==> src/rtl/plic_if.sv <==
// Peripheral bus bundle between the core and the PLIC: a valid/ready request
// with a fixed one-cycle acknowledge.
interface plic_if;
  logic        plic_valid;
  logic [11:0] plic_addr;
  logic [31:0] plic_wdata;
  logic [3:0]  plic_wstrb;
  logic [31:0] plic_rdata;
  logic        plic_ready;

  modport master (
    output plic_valid, plic_addr, plic_wdata, plic_wstrb,
    input  plic_rdata, plic_ready
  );

  modport slave (
    input  plic_valid, plic_addr, plic_wdata, plic_wstrb,
    output plic_rdata, plic_ready
  );
endinterface

==> src/rtl/plic.sv <==
// Platform-level interrupt controller: gateways, priority arbitration, claim/complete
// and a registered meip. Define PLIC_EDGE_EN to add per-source edge triggering (0x300).
module plic #(
  parameter int unsigned SOURCES = 8,
  parameter int unsigned PRIO_W  = 3
) (
  input  logic               rst,
  input  logic               clk,
  plic_if.slave              bus,
  input  logic [SOURCES-1:0] irq_src,
  output logic               meip
);

  localparam logic [11:0] ADDR_PEND   = 12'h080;
  localparam logic [11:0] ADDR_ENABLE = 12'h100;
  localparam logic [11:0] ADDR_THRESH = 12'h200;
  localparam logic [11:0] ADDR_CLAIM  = 12'h204;
  localparam logic [11:0] ADDR_EDGE   = 12'h300;

  // Bit i-1 of every per-source vector belongs to source ID i.
  logic [SOURCES-1:0][PRIO_W-1:0] prio_q, prio_d;
  logic [SOURCES-1:0]             enable_q, enable_d;
  logic [SOURCES-1:0]             pending_q, pending_d;
  logic [SOURCES-1:0]             inflight_q, inflight_d;
  logic [PRIO_W-1:0]              thresh_q, thresh_d;
  logic                           meip_q, meip_d;
  logic                           ready_q, ready_d;
  logic [31:0]                    rdata_q, rdata_d;

  logic                           accept, is_rd, is_wr, aligned;
  logic [4:0]                     best_id;
  logic [PRIO_W-1:0]              best_prio;
  logic [31:0]                    rd_val;
  logic [SOURCES-1:0]             inflight_n;
  logic [SOURCES-1:0]             pend_set;

`ifdef PLIC_EDGE_EN
  logic [SOURCES-1:0]             edge_q, edge_d;
  logic [SOURCES-1:0]             shadow_q, shadow_d;
  logic [SOURCES-1:0]             irq_prev_q;
  logic [SOURCES-1:0]             rise, busy, trig;
`endif

  logic unused_bits;
  assign unused_bits = ^{bus.plic_wdata, bus.plic_addr};

  assign accept  = bus.plic_valid && !ready_q;
  assign is_rd   = (bus.plic_wstrb == 4'b0000);
  assign is_wr   = (bus.plic_wstrb == 4'b1111);
  assign aligned = (bus.plic_addr[1:0] == 2'b00);

  // Strict '>' while scanning upward keeps the lowest ID on a priority tie.
  always_comb begin
    best_id   = '0;
    best_prio = '0;
    for (int unsigned i = 0; i < SOURCES; i++) begin
      if (pending_q[i] && enable_q[i] && (prio_q[i] > best_prio)) begin
        best_id   = 5'(i + 1);
        best_prio = prio_q[i];
      end
    end
  end

  always_comb begin
    rd_val = '0;
    if (aligned) begin
      case (bus.plic_addr)
        ADDR_PEND:   rd_val = 32'(pending_q) << 1;
        ADDR_ENABLE: rd_val = 32'(enable_q) << 1;
        ADDR_THRESH: rd_val = 32'(thresh_q);
        ADDR_CLAIM:  rd_val = 32'(best_id);
`ifdef PLIC_EDGE_EN
        ADDR_EDGE:   rd_val = 32'(edge_q) << 1;
`endif
        default: begin
          if (bus.plic_addr[11:7] == 5'd0) begin
            for (int unsigned i = 0; i < SOURCES; i++) begin
              if (bus.plic_addr[6:2] == 5'(i + 1)) rd_val = 32'(prio_q[i]);
            end
          end
        end
      endcase
    end
  end

  always_comb begin
    prio_d     = prio_q;
    enable_d   = enable_q;
    thresh_d   = thresh_q;
    inflight_n = inflight_q;
`ifdef PLIC_EDGE_EN
    edge_d     = edge_q;
`endif

    if (accept && is_wr && aligned) begin
      case (bus.plic_addr)
        ADDR_PEND:   ;
        ADDR_ENABLE: enable_d = bus.plic_wdata[SOURCES:1];
        ADDR_THRESH: thresh_d = bus.plic_wdata[PRIO_W-1:0];
        ADDR_CLAIM: begin
          for (int unsigned i = 0; i < SOURCES; i++) begin
            if (bus.plic_wdata[4:0] == 5'(i + 1)) inflight_n[i] = 1'b0;
          end
        end
`ifdef PLIC_EDGE_EN
        ADDR_EDGE:   edge_d = bus.plic_wdata[SOURCES:1];
`endif
        default: begin
          if (bus.plic_addr[11:7] == 5'd0) begin
            for (int unsigned i = 0; i < SOURCES; i++) begin
              if (bus.plic_addr[6:2] == 5'(i + 1)) prio_d[i] = bus.plic_wdata[PRIO_W-1:0];
            end
          end
        end
      endcase
    end
  end

  // Gateways look at in-flight state after this cycle's complete, so a source
  // that is still requesting re-pends on the very next cycle.
`ifdef PLIC_EDGE_EN
  always_comb begin
    rise     = irq_src & ~irq_prev_q;
    busy     = pending_q | inflight_n;
    trig     = (edge_q & rise) | (~edge_q & irq_src) | shadow_q;
    pend_set = trig & ~busy;
    shadow_d = (shadow_q | (edge_q & rise)) & busy;
  end
`else
  assign pend_set = irq_src & ~pending_q & ~inflight_n;
`endif

  always_comb begin
    pending_d  = pending_q | pend_set;
    inflight_d = inflight_n;
    if (accept && is_rd && aligned && (bus.plic_addr == ADDR_CLAIM)) begin
      for (int unsigned i = 0; i < SOURCES; i++) begin
        if (best_id == 5'(i + 1)) begin
          pending_d[i]  = 1'b0;
          inflight_d[i] = 1'b1;
        end
      end
    end
  end

  assign meip_d  = (best_prio > thresh_q);
  assign ready_d = accept;
  assign rdata_d = accept ? rd_val : '0;

  always_ff @(posedge clk) begin
    if (!rst) begin
      prio_q     <= '0;
      enable_q   <= '0;
      pending_q  <= '0;
      inflight_q <= '0;
      thresh_q   <= '0;
      meip_q     <= 1'b0;
      ready_q    <= 1'b0;
      rdata_q    <= '0;
    end else begin
      prio_q     <= prio_d;
      enable_q   <= enable_d;
      pending_q  <= pending_d;
      inflight_q <= inflight_d;
      thresh_q   <= thresh_d;
      meip_q     <= meip_d;
      ready_q    <= ready_d;
      rdata_q    <= rdata_d;
    end
  end

`ifdef PLIC_EDGE_EN
  always_ff @(posedge clk) begin
    if (!rst) begin
      edge_q     <= '0;
      shadow_q   <= '0;
      irq_prev_q <= '0;
    end else begin
      edge_q     <= edge_d;
      shadow_q   <= shadow_d;
      irq_prev_q <= irq_src;
    end
  end
`endif

  assign bus.plic_ready = ready_q;
  assign bus.plic_rdata = rdata_q;
  assign meip           = meip_q;

endmodule

==> src/flat_wrapper.sv <==
// flat-port wrapper written by rule: the top's interface ports become plain ports
module plic_flat 
#(
  parameter int unsigned SOURCES = 8,
  parameter int unsigned PRIO_W  = 3
)
  (rst, clk, irq_src, meip, bus_plic_valid, bus_plic_addr, bus_plic_wdata, bus_plic_wstrb, bus_plic_rdata, bus_plic_ready);
  plic_if bus_i ();
  input  logic rst;
  input  logic clk;
  input  logic [SOURCES-1:0] irq_src;
  output logic meip;
  input wire logic [$bits(bus_i.plic_valid)-1:0] bus_plic_valid;
  input wire logic [$bits(bus_i.plic_addr)-1:0] bus_plic_addr;
  input wire logic [$bits(bus_i.plic_wdata)-1:0] bus_plic_wdata;
  input wire logic [$bits(bus_i.plic_wstrb)-1:0] bus_plic_wstrb;
  output wire logic [$bits(bus_i.plic_rdata)-1:0] bus_plic_rdata;
  output wire logic [$bits(bus_i.plic_ready)-1:0] bus_plic_ready;
  assign bus_i.plic_valid = bus_plic_valid;
  assign bus_i.plic_addr = bus_plic_addr;
  assign bus_i.plic_wdata = bus_plic_wdata;
  assign bus_i.plic_wstrb = bus_plic_wstrb;
  assign bus_plic_rdata = bus_i.plic_rdata;
  assign bus_plic_ready = bus_i.plic_ready;
  plic #(.SOURCES(SOURCES), .PRIO_W(PRIO_W)) u_core (.rst(rst), .clk(clk), .bus(bus_i), .irq_src(irq_src), .meip(meip));
endmodule
==> config.mk <==
export PLATFORM = sky130hd
export DESIGN_NAME = plic_flat
export DESIGN_NICKNAME = d
export VERILOG_FILES = /design/src/rtl/plic_if.sv /design/src/rtl/plic.sv /design/src/flat_wrapper.sv
export SDC_FILE = /design/constraint.sdc
export NUM_CORES = 1
export LEC_CHECK = 0
export BUFFER_PORTS_ARGS = -buffer_cell sky130_fd_sc_hd__clkbuf_2
export CAP_MARGIN = 25
export CORE_ASPECT_RATIO = 0.8
export CORE_MARGIN = 2
export CORE_UTILIZATION = 55
export DETAILED_ROUTE_END_ITERATION = 8
export PLACE_DENSITY = 0.85
export SYNTH_ARGS = -nofsm -noshare
export SYNTH_HDL_FRONTEND = slang
export SYNTH_SLANG_ARGS = --single-unit
==> constraint.sdc <==
create_clock -name clk -period 11.9 [get_ports clk]
set_input_delay 1.19 -clock clk [delete_from_list [all_inputs] [get_ports clk]]
set_output_delay 1.19 -clock clk [all_outputs]
set_load 0.005 [all_outputs]
# Word-level counts from Yosys, hierarchy flattened
# Cells that the tools add are included.
# Widths: inputs -> output; s select.
# classes
multipliers,0
magnitude_cmp,9
addsub,0
n_mux,54
n_reduce_logical,38
n_div,0
shift,0
n_eq_ne,29
n_bitwise,6
# ops
op,n
$pmux 32 s4,1
$eq 5x3->1 const B,12
$mux 3,16
$mux 5,7
$mux 32,1
$mux 8,4
$reduce_and 4->1,8
$eq 5x2->1 const B,6
$mux 1,25
$eq 12x10->1 const B,2
$gt 3x3->1,8
$logic_and 1x1->1,22
$and 8x8->8,2
$not 8->8,2
$eq 5x1->1 const B,3
$eq 5x4->1 const B,3
$eq 12x8->1 const B,1
$eq 12x9->1 const B,1
$or 8x8->8,1
$logic_not 5->1,1
$eq 4x4->1 const B,1
$logic_not 4->1,1
$reduce_and 2->1,2
$reduce_or 4->1,1
5 further kinds,5
# totals
out_inout_bits,34
regBits,85
mem_count,0
romBits,0
ramBits,0
word_cells,151
latch_bits,0
input_bits,59

# Longest topological paths before layout
# Gate-level depths: netlist of run 1.
# depth
ltp_word,27
ltp_mapped,52

# Worst setup path after synthesis of run 1
# Ideal clock, no wire load.
# synth_path
path_kind,register to register
start,register u_core.pending_q[0]
end,register u_core.pending_q[0]
setup_slack_ps,2262
setup_time_ps,116
path_stages_with_launch,50
n_path_buf,2
t_arrival_ps,9523
t_required_ps,11784
cell_sequence,dfxtp_1 nand3_2 ha_1 nor2b_4 o311ai_2 nor2_2 mux2i_1 inv_1 ha_1 nand2_1 or3_1 a22oi_1 nor2_1 nand2_1 nor2_1 a21oi_1 ha_1 nor2_1 [... 14 more ...] o21ai_2 buf_6 mux2_4 ha_1 nor2b_1 o21ai_0 nand2b_1 nand4_1 nand2_1 o21ai_0 ha_1 a21o_1 a21oi_1 a311oi_1 or4_1 clkbuf_1 or4_1 and3b_1
# synth_between
elab_chain_len,27
word_cells_on_any_way,38
cone_classes,order compare (7); eq/ne (1); mux (17); bitwise (4); reduce/logical (9)
# synth_lines
element,line,text
"start, declared",plic.sv:23,"logic [SOURCES-1:0] pending_q, pending_d;"
"start signal, assigned",plic.sv:163,pending_q <= pending_d;
$logic_and 1x1->1 (2 in series),plic.sv:57,if (pending_q[i] && enable_q[i] && (prio_q[i] > best_prio)) begin
$mux 3,plic.sv:57,
$gt 3x3->1,plic.sv:57,
$logic_and 1x1->1,plic.sv:57,
$mux 3,plic.sv:57,
$gt 3x3->1,plic.sv:57,
$logic_and 1x1->1,plic.sv:57,
$mux 3,plic.sv:57,
[... 10 more ...],-,
$logic_and 1x1->1,plic.sv:57,
$mux 3,plic.sv:57,
$gt 3x3->1,plic.sv:57,
$logic_and 1x1->1,plic.sv:57,
$mux 5,plic.sv:57,
$eq 5x1->1,plic.sv:138,if (best_id == 5'(i + 1)) begin
$mux 1,plic.sv:138,
$mux 8 *,plic.sv:136,if (accept && is_rd && aligned && (bus.plic_addr == ADDR_CLAIM)) begin
# Every way passes the cells marked *; elsewhere a longest branch is shown, timed or not.
# A chain may end at the register's enable or synchronous reset.

# Final worst setup path of run 1
# Ends and elaborated chain as after synthesis.

==> summary.log, run 1 <==
qor: outcome.status completed
qor: cells_and_area.fillCellCount 630
qor: global_route.grt_most_used_layer met2
qor: yosys.yosys_register_bits 62
qor: placement.place.port_buffers 46
qor: timing.timing.slew.headroom 39.9%
qor: placement.place.gp.congestion 0.901
qor: yosys.synth_cell_types 75
qor: yosys.synth_top_cells_by_area dfxtp_1 29%, mux2i_1 6.9%, ha_1 5.1%
qor: critical_path.cp_data_required_time 12.15 ns
qor: global_route.grt_max_degree 56
qor: cts.cts_root_buf clkbuf_8
qor: global_route.first_global_vias 3685
qor: timing.report.final.slew_viol_count 0
qor: timing.fin_worst_hold_slack 0.482 ns
qor: drt.drt_pre_antenna_iters 5
qor: global_route.grt-ovfl-total 0
qor: cts.cts_tree yes
qor: yosys.synth_most_common_cell dfxtp_1
qor: global_route.gr-usage-all-layers 27.1%
qor: floorplanning.die_width 102 um
qor: cts.path_clk_slew 0.08 ns
qor: cells_and_area.final_net_count 623
qor: floorplanning.fp.dieH 82.3 um
qor: timing.finalCriticalPeriod 11.10 ns
qor: yosys.synth-edff-count 0
qor: timing.hold_violations 0
qor: cells_and_area.drive_gt1_share 19.4%
qor: timing.post-route-period-util 93.2%
qor: cts.cts_buffers 9
qor: cells_and_area.diodes 0
qor: critical_path.critical_path.endpoint_type flop
qor: drt.vias 3962
qor: yosys.syn_area_per_cell 8.42 sq um
qor: yosys.asyncSetResetFlopFracSynth 0%
qor: timing.max_clock_freq 90.1 MHz
qor: cts.postCtsHoldBufs 0
qor: yosys.synth_sequential_area_ratio 29.5%
qor: yosys.ys.flop_type dfxtp_1
qor: global_route.grt_antenna_before_repair 0
qor: timing.setup_repair_after_global_routing_missed_its_margin no
qor: critical_path.cp_max_fo 13
qor: cts.max_buffers_root_to_sink 2
qor: drt.postRouteWirelength 11200 um
qor: floorplanning.floorplan.io_pins 93
qor: critical_path.cpMostUsedCell ha_1
qor: timing.setup_viol 0
qor: drt.detail_route.iter0.violations 363
qor: critical_path.cp_slowest_stage_delay 0.69 ns
qor: hold_path.hold_path.class reg2reg
qor: cells_and_area.design_area 4690 sq um
qor: cells_and_area.layout-area-overhead-vs-synth 11.3%
qor: floorplanning.floorplan.die_area 8380 sq um
qor: yosys.share_of_the_synthesized_area_in_the_top_cell_type 29.5%
qor: placement.placedInstanceArea 4440 sq um
qor: cells_and_area.layout.cells.non_filler 657
qor: global_route.global_route.usage.met2 41.9%
qor: yosys.synth_warnings 0
qor: timing.totalNegativeSetupSlack 0 ns
qor: cts.htreeDepth 3
qor: global_route.grt_first_pass_wirelength 17500 um
qor: yosys.synth_area 4210 sq um
qor: global_route.grt_util_met3 8.08%
qor: critical_path.critical-path-top-delay-family simple AND/OR/NAND/NOR gates
qor: power.peakVddDrop 0.0640 mV
qor: run.maxCapViolCount 0
qor: critical_path.setup.worst_path.class reg2reg
qor: floorplanning.placement_rows 28
qor: floorplanning.initial_core_util 56.7%
qor: cts.clkSinkCount 62
qor: timing.worst_slew_pin_slew 0.894 ns
qor: drt.remaining_drc_errors 0
qor: critical_path.cp-start-kind flop
qor: placement.dp.cells 638
qor: drt.ant_nets 0
qor: drt.wl_per_cell 17.1 um
qor: yosys.netlist_top_cells_count 62 x dfxtp_1, 44 x nand2_1, 34 x nor2_1
qor: power.pwr_density_cell 95.9 nW/um^2
qor: critical_path.slowest_stage or4_1
qor: power.power_leakage 1.81 nW
qor: global_route.grt_util_met1 35.4%
qor: yosys.synth_largest_area_cell dfxtp_1
qor: yosys.synthesis.instances 500
qor: power.total_power 450 uW
qor: timing.skew 0.00837 ns
qor: placement.detailedPlacementHpwl 8300 um
qor: critical_path.worstPathArrival 11.34 ns
qor: drt.avgViaCountPerCell 6.03
qor: cts.clk-insertion-delay-late 0.35 ns
qor: floorplanning.design.core.area 7430 sq um
qor: critical_path.cp_num_buf_inv 3
cells in the final DEF (no fill, tap or decap), drive strengths merged, types with 3 or more instances in the layout:
cell / synthesis / routed
dfxtp: 62 / 62
a21oi: 20 / 20
o22ai: 3 / 3
a311oi: 3 / 3
a22oi: 15 / 15
nor2b: 30 / 30
nor3b: 5 / 5
o311ai: 4 / 4
o21ai: 24 / 24
o21a: 3 / 3
nand3: 23 / 23
mux2: 5 / 5
nor2: 36 / 36
clkbuf: 16 / 56
a21boi: 16 / 16
o211ai: 3 / 3
or2: 4 / 4
and3b: 3 / 3
nor4: 9 / 9
or3: 9 / 9
and2: 4 / 4
a31oi: 4 / 4
or4: 6 / 6
nand2b: 8 / 8
nand4: 3 / 3
ha: 17 / 17
inv: 22 / 22
nor3: 9 / 9
conb: 1 / 23
nand2: 45 / 45
and3: 3 / 3
buf: 24 / 8
mux2i: 29 / 29
what timing repair did:
item,in CTS,in global routing
resized for setup,0,0
setup buffers,0,3
setup endpoints to repair,0,1
final timing paths:
kind         depth (start not counted)                         endpoint                            start  slack [ns]
min                                  2  u_core.inflight_q[7]$_SDFF_PN0_  u_core.inflight_q[7]$_SDFF_PN0_        0.48
max                                 47   u_core.pending_q[0]$_SDFF_PN0_   u_core.pending_q[0]$_SDFF_PN0_        0.80
min reg2reg                          2  u_core.inflight_q[7]$_SDFF_PN0_  u_core.inflight_q[7]$_SDFF_PN0_        0.48
max reg2reg                         47   u_core.pending_q[0]$_SDFF_PN0_   u_core.pending_q[0]$_SDFF_PN0_        0.80
registers in the layout, summed over array words and instances (netlist names):
| register | count |
|---|---|
| u_core.prio_q | 24 |
| u_core.bus.plic_ready | 1 |
| u_core.meip | 1 |
| u_core.enable_q | 8 |
| u_core.thresh_q | 3 |
| u_core.pending_q | 8 |
| u_core.inflight_q | 8 |
| u_core.bus.plic_rdata | 9 |
per-layer routing:
metal,wire length [um],vias up
met1,4890,1857
met2,4970,200
li1,-,1878
met3,1150,27
met4,227,0
met5,0,-
cell families after synthesis:
| family | count (synthesis) | synth area share [%] |
|---|---|---|
| AOI/OAI and AO/OA | 120 | 22.5 |
| adders and majority gates | 18 | 5.29 |
| buffers and inverters | 62 | 7.75 |
| DFF | 62 | 29.5 |
| muxes | 34 | 8.50 |
| other | 1 | 0.0890 |
| and+or+nand+nor | 203 | 26.4 |
report_power, final:
group / internal, mW / switching [mW]
Combinational: 0.0104 / 0.0157
Sequential: 0.209 / 0.00311
Clock: 0.123 / 0.0881
Total: 0.343 / 0.107
through the flow:
stage                     setup slack, ns  utilization [%]
after floorplan                      2.26                -
after global placement               1.20             59.7
after detailed placement            0.937             59.8
after CTS                           0.885             62.8
after global routing                0.130             63.1
final                               0.804             63.1
worst min-delay path, cell delays in order (launching register included):
cell and delay [ns]:
dfxtp_1 0.30, nand2_1 0.06, a21boi_0 0.07
layout make-up:
type                    instances  area, sq um  share of cell area (%)
clock buffers                  10          138                    2.93
inverters                      22         82.6                    1.76
repair buffers                 54          285                    6.08
well taps                     105          131                    2.80
clock inverters                 6         85.1                    1.81
flip-flops and latches         62         1240                    26.5
multi-input cells             398         2730                    58.1
Note: power is estimated with default switching activity, not from simulation.
==> run 2, diff against run 1 <==
Settings changed: PLACE_DENSITY 0.85 to 0.79.
Clock period 11.9 ns to 12.3 ns, I/O delays scaled along.
==> summary.log, run 2 (same netlist as run 1, synthesis figures left out) <==
qor: cts.cts_root_buf clkbuf_8
qor: timing.max_clock_freq 88.8 MHz [-1.4%]
qor: floorplanning.initial_core_util 56.7% [unchanged]
qor: cells_and_area.most-common-layout-cells 62 x dfxtp_1, 46 x clkbuf_2, 44 x nand2_1
qor: placement.place.port_buffers 46 [unchanged]
qor: drt.ant_nets 0 [unchanged]
qor: run.maxCapViolCount 0 [unchanged]
qor: cts.cts_resized 0 [unchanged]
qor: power.p_int 307 uW [-11%]
qor: cells_and_area.layout.cells.non_filler 652 [-0.76%]
qor: critical_path.cpMostUsedCell ha_1
qor: cells_and_area.diodes 0 [unchanged]
qor: cells_and_area.top_register u_core.prio_q
qor: cts.cts_tree yes
qor: critical_path.cp_data_required_time 12.54 ns [+0.39 ns]
qor: global_route.grt_first_pass_wirelength 17700 um [+1.2%]
qor: floorplanning.placement_rows 28 [unchanged]
qor: power.netSwitchingPower 106 uW [-0.84%]
qor: timing.finalCriticalPeriod 11.26 ns [+0.159 ns]
qor: timing.setup_repair_after_global_routing_missed_its_margin no
qor: timing.hold_violations 0 [unchanged]
qor: timing.skew 0.00976 ns [+0.00139 ns]
qor: placement.place.gp.congestion 0.905 [+0.51%]
qor: cells_and_area.final_net_count 618 [-0.80%]
qor: critical_path.worstPathArrival 11.49 ns [+0.15 ns]
qor: cts.cts_buffers 9 [unchanged]
qor: critical_path.cp_slowest_stage_delay 0.68 ns [about the same]
qor: drt.detail_route.iter0.violations 321 [-12%]
qor: cells_and_area.flip_flop_count_of_the_largest_register_all_copies_and_words_added 24 [unchanged]
qor: floorplanning.die_width 102 um [unchanged]
qor: global_route.first_global_vias 3614 [-1.9%]
qor: power.pwr_density_cell 89.1 nW/um^2 [-7.0%]
qor: critical_path.cp_max_fo 13 [unchanged]
qor: drt.wl_per_cell 16.8 um [-1.7%]
qor: timing.report.final.slew_viol_count 0 [unchanged]
qor: drt.remaining_drc_errors 0 [unchanged]
qor: cells_and_area.drive_gt1_share 18.6% [-0.74 points]
qor: cts.postCtsHoldBufs 0 [unchanged]
qor: drt.vias 3904 [-1.5%]
qor: critical_path.cp-start-kind flop
qor: timing.totalNegativeSetupSlack 0 ns [unchanged]
qor: floorplanning.floorplan.io_pins 93 [unchanged]
qor: timing.worst_slew_pin_slew 0.936 ns [+0.0413 ns]
qor: power.power.share.switching 25.7% [+1.9 points]
qor: power.share_comb_of_total_power 6.1% [+0.3 points]
qor: timing.setup_viol 0 [unchanged]
qor: timing.post-route-period-util 91.5% [-1.7 points]
qor: global_route.grt_max_degree 56 [unchanged]
qor: floorplanning.fp.dieH 82.3 um [unchanged]
qor: global_route.grt_antenna_before_repair 0 [unchanged]
qor: cells_and_area.mostFrequentLayoutCell dfxtp_1
qor: critical_path.critical_path.endpoint_type flop
qor: power.pwr-share-clk 44.1% [-2.8 points]
qor: critical_path.setup.worst_path.class reg2reg
qor: cts.max_buffers_root_to_sink 2 [unchanged]
qor: drt.drt_pre_antenna_iters 5 [unchanged]
qor: timing.timing.slew.headroom 36.7% [-3.2 points]
qor: power.seq_power_share 49.8% [+2.5 points]
qor: power.power_leakage 1.78 nW [-1.7%]
qor: placement.dp.cells 636 [-0.31%]
qor: cts.clk-insertion-delay-late 0.35 ns [about the same]
qor: drt.postRouteWirelength 11000 um [-2.4%]
qor: cts.htreeDepth 3 [unchanged]
qor: global_route.grt-ovfl-total 0 [unchanged]
qor: drt.avgViaCountPerCell 5.99 [-0.71%]
qor: cts.postCtsSetupBuffers 0 [unchanged]
qor: floorplanning.design.core.area 7430 sq um [unchanged]
qor: cells_and_area.layout-area-overhead-vs-synth 9.92%
qor: outcome.status completed
qor: power.peakVddDrop 0.0454 mV [-29%]
qor: hold_path.hold_path.class reg2reg
qor: critical_path.slowest_stage or4_1
qor: cts.path_clk_slew 0.08 ns [about the same]
qor: cts.clkSinkCount 62 [unchanged]
qor: floorplanning.floorplan.die_area 8380 sq um [unchanged]
qor: global_route.gr-usage-all-layers 27.4% [+0.24 points]
qor: placement.detailedPlacementHpwl 8280 um [-0.19%]
[run 2: cell types whose count changed in the layout (fill, tap and decap cells not counted)]
| cell | change |
|---|---|
| clkinvlp_4 | -1 |
| clkinv_4 | +2 |
| inv_6 | +1 |
| bufinv_16 | -1 |
| buf_2 | -1 |
| clkbuf_8 | -1 |
| buf_4 | -4 |
[run 2: path summary, 6_finish.rpt]
path                                                   endpoint                             from  cells after the start  slack (ns)
worst min-delay path            u_core.inflight_q[7]$_SDFF_PN0_  u_core.inflight_q[7]$_SDFF_PN0_                      2        0.49
worst min register to register  u_core.inflight_q[7]$_SDFF_PN0_  u_core.inflight_q[7]$_SDFF_PN0_                      2        0.49
worst max register to register   u_core.pending_q[0]$_SDFF_PN0_   u_core.pending_q[0]$_SDFF_PN0_                     47        1.04
worst max-delay path             u_core.pending_q[0]$_SDFF_PN0_   u_core.pending_q[0]$_SDFF_PN0_                     47        1.04
[run 2: metal layers]
| layer | vias up | GRT usage (%) | share of wire (%) |
|---|---|---|---|
| met5 | - | 0 | 0 |
| met3 | 32 | 7.49 | 8.7 |
| li1 | 1863 | - | - |
| met2 | 196 | 43.4 | 45 |
| met4 | 0 | 10.7 | 2.8 |
| met1 | 1813 | 35.6 | 44 |
[run 2: area by class of cell]
class | count | area [sq um]
Clock buffer | 9 | 124
Clock inverter | 7 | 73.8
Fill cell | 640 | 2800
Inverter | 22 | 82.6
Multi-Input combinational cell | 398 | 2730
Sequential cell | 62 | 1240
Tap cell | 105 | 131
Timing Repair Buffer | 49 | 250
[run 2: power by group through the flow]
stage | clock [mW] | sequential (mW) | combinational [mW]
finish | 0.182 | 0.205 | 0.0252
global route | 0.196 | 0.206 | 0.0277
CTS | 0.186 | 0.205 | 0.0247
detailed placement | 0 | 0.210 | 0.0246
global placement | 0 | 0.210 | 0.0241
floorplan | 0 | 0.209 | 0.0195
[run 2: critical path: cells and delay by family, from the launching register on]
family	cells	cell delay (ns)
AOI/OAI and AO/OA	16	3.33
adders and majority gates	8	2.42
buffers and inverters	1	0.18
DFF	1	0.49
muxes	2	0.73
and+or+nand+nor	20	3.98
[run 2: per-stage QoR]
| step | setup WS (ns) | power (mW) | hold slack [ns] | instance area [sq um] | utilization [%] |
|---|---|---|---|---|---|
| after floorplan | 2.66 | 0.228 | 0.450 | 4290 | - |
| after global placement | 1.51 | 0.234 | 0.464 | 4430 | 59.6 |
| after detailed placement | 1.31 | 0.235 | 0.479 | 4430 | 59.7 |
| after CTS | 1.25 | 0.416 | 0.490 | 4630 | 62.3 |
| after global routing | 0.320 | 0.429 | 0.527 | 4630 | 62.3 |
| final | 1.04 | 0.413 | 0.491 | 4630 | 62.3 |
==> run 3, diff against run 2 <==
Settings changed: CORE_UTILIZATION 55 to 59, CTS_CLUSTER_SIZE from default to 8, PLACE_DENSITY 0.79 to 0.84.
Clock period 12.3 ns to 14 ns, I/O delays scaled along.
==> summary.log, run 3 (same netlist as run 1, synthesis figures left out) <==
qor: placement.worst_setup_timing_slack_at_the_placement_stage 2.94 ns [+1.63 ns]
qor: drt.avgViaCountPerCell 6.16 [+2.8%]
qor: global_route.grt_max_degree 56 [unchanged]
qor: critical_path.worstPathArrival 11.54 ns [+0.05 ns]
qor: timing.fin_worst_hold_slack 0.499 ns [+0.00850 ns]
qor: critical_path.critical_path.endpoint_type flop
qor: timing.setup_repair_after_global_routing_missed_its_margin no
qor: cts.cts_buffers 9 [unchanged]
qor: cts.cts_root_buf clkbuf_8
qor: critical_path.slowest_stage or4_1
qor: cells_and_area.flip_flop_count_of_the_largest_register_all_copies_and_words_added 24 [unchanged]
qor: critical_path.cp_max_fo 13 [unchanged]
qor: run.maxCapViolCount 0 [unchanged]
qor: critical_path.cp_num_buf_inv 1 [unchanged]
qor: floorplanning.fp.dieH 79.6 um [-3.3%]
qor: cells_and_area.design_area 4590 sq um [-0.89%]
qor: cts.postCtsHoldBufs 0 [unchanged]
qor: cts.cts_resized 0 [unchanged]
qor: cells_and_area.final_util 66.6% [+4.2 points]
qor: global_route.grt_antenna_before_repair 0 [unchanged]
qor: floorplanning.die_width 98.5 um [-3.3%]
qor: timing.hold_violations 0 [unchanged]
qor: timing.worst_slew_pin_slew 0.892 ns [-0.0435 ns]
qor: cells_and_area.layout.cells.non_filler 635 [-2.6%]
qor: outcome.status completed
qor: cts.postCtsSetupBuffers 0 [unchanged]
qor: critical_path.cp-start-kind flop
qor: cells_and_area.mostFrequentLayoutCell dfxtp_1
qor: drt.remaining_drc_errors 0 [unchanged]
qor: floorplanning.placement_rows 27 [-3.6%]
qor: critical_path.cp_data_required_time 14.25 ns [+1.71 ns]
qor: timing.max_clock_freq 88.6 MHz [-0.28%]
qor: critical_path.cp_slowest_stage_delay 0.69 ns [about the same]
qor: timing.finalCriticalPeriod 11.29 ns [+0.0311 ns]
qor: timing.setup_viol 0 [unchanged]
qor: cts.clkSinkCount 62 [unchanged]
qor: drt.ant_nets 0 [unchanged]
qor: global_route.first_global_vias 3571 [-1.2%]
qor: placement.placedInstanceArea 4410 sq um [-0.51%]
qor: cells_and_area.layout-area-overhead-vs-synth 8.94%
qor: timing.skew 0.00838 ns [-0.00138 ns]
qor: timing.report.final.slew_viol_count 0 [unchanged]
qor: placement.place.gp.congestion 0.996 [+10%]
qor: drt.postRouteWirelength 10900 um [-0.30%]
qor: cts.clk-insertion-delay-late 0.36 ns [about the same]
qor: floorplanning.initial_core_util 61.1% [+4.4 points]
qor: placement.detailedPlacementHpwl 8320 um [+0.38%]
qor: cts.max_buffers_root_to_sink 2 [unchanged]
qor: cts.htreeDepth 3 [unchanged]
qor: power.pwr_density_cell 75.6 nW/um^2 [-15%]
qor: timing.worst_slack 2.71 ns [+1.67 ns]
qor: global_route.grt_first_pass_wirelength 17500 um [-1.4%]
qor: hold_path.hold_path.class reg2reg
qor: critical_path.cpMostUsedCell ha_1
qor: global_route.gr-usage-all-layers 27.9% [+0.56 points]
qor: cells_and_area.diodes 0 [unchanged]
qor: timing.timing.slew.headroom 40.5% [+3.8 points]
qor: timing.totalNegativeSetupSlack 0 ns [unchanged]
qor: cells_and_area.drive_gt1_share 18.8% [+0.15 points]
qor: cts.cts_tree yes
qor: cells_and_area.final_net_count 619 [+0.16%]
qor: critical_path.rrSetupSlack 2.71 ns [+1.67 ns]
qor: floorplanning.design.core.area 6890 sq um [-7.2%]
qor: critical_path.critical-path-top-delay-family simple AND/OR/NAND/NOR gates
qor: drt.detail_route.iter0.violations 294 [-8.4%]
qor: floorplanning.floorplan.die_area 7830 sq um [-6.5%]
qor: power.peakVddDrop 0.0661 mV [+46%]
qor: placement.place.port_buffers 46 [unchanged]
qor: cells_and_area.most-common-layout-cells 62 x dfxtp_1, 46 x clkbuf_2, 44 x nand2_1
qor: global_route.grt-ovfl-total 0 [unchanged]
qor: drt.wl_per_cell 17.2 um [+2.4%]
qor: timing.post-route-period-util 80.6% [-11 points]
qor: power.total_power 347 uW [-16%]
qor: cts.path_clk_slew 0.07 ns [about the same]
qor: floorplanning.floorplan.io_pins 93 [unchanged]
qor: drt.vias 3909 [+0.13%]
qor: power.power_leakage 1.77 nW [-0.70%]
qor: critical_path.setup.worst_path.class reg2reg
qor: cells_and_area.fillCellCount 582 [-9.1%]
qor: placement.dp.cells 618 [-2.8%]
qor: cells_and_area.top_register u_core.prio_q
qor: drt.drt_pre_antenna_iters 5 [unchanged]
run 3: cell count changes in the layout (fill, tap and decap cells not counted):
cell	before	now
buf_2	1	2
clkinv_4	2	1
bufinv_16	1	0
clkinvlp_4	1	3
run 3: where the power goes:
group,internal (mW),switching [mW]
Combinational,0.00877,0.0137
Clock,0.0643,0.0793
Sequential,0.178,0.00268
run 3: layer usage:
metal,track usage [%],vias up,routed length [um]
met5,0,-,0
met4,7.95,0,199
met3,6.39,22,1070
met2,44.6,179,4780
met1,38.1,1837,4880
li1,-,1871,-
run 3: final cells by class:
type / count / area, sq um / share of cell area, %
clock inverters: 7 / 50.0 / 1.09
multi-input cells: 398 / 2730 / 59.4
inverters: 22 / 82.6 / 1.80
flip-flops and latches: 62 / 1240 / 27.1
well taps: 87 / 109 / 2.37
repair buffers: 50 / 255 / 5.56
clock buffers: 9 / 124 / 2.70
run 3: worst register-to-register path: cells and delay by family (launching register included):
kind                     cells  cell delay (ns)
AO/OA/AOI/OAI               16             3.32
buffers and inverters        1             0.19
flip-flops                   1             0.51
adder cells (fa/ha/maj)      8             2.45
AND/OR/NAND/NOR             20             3.97
multiplexers                 2             0.73
run 3: path summary, 6_finish.rpt:
| path | startpoint | end | cells after the start |
|---|---|---|---|
| min reg2reg | u_core.inflight_q[7]$_SDFF_PN0_ | u_core.inflight_q[7]$_SDFF_PN0_ | 2 |
| max reg2reg | u_core.pending_q[0]$_SDFF_PN0_ | u_core.pending_q[0]$_SDFF_PN0_ | 47 |
| max | u_core.pending_q[0]$_SDFF_PN0_ | u_core.pending_q[0]$_SDFF_PN0_ | 47 |
| min | u_core.inflight_q[7]$_SDFF_PN0_ | u_core.inflight_q[7]$_SDFF_PN0_ | 2 |
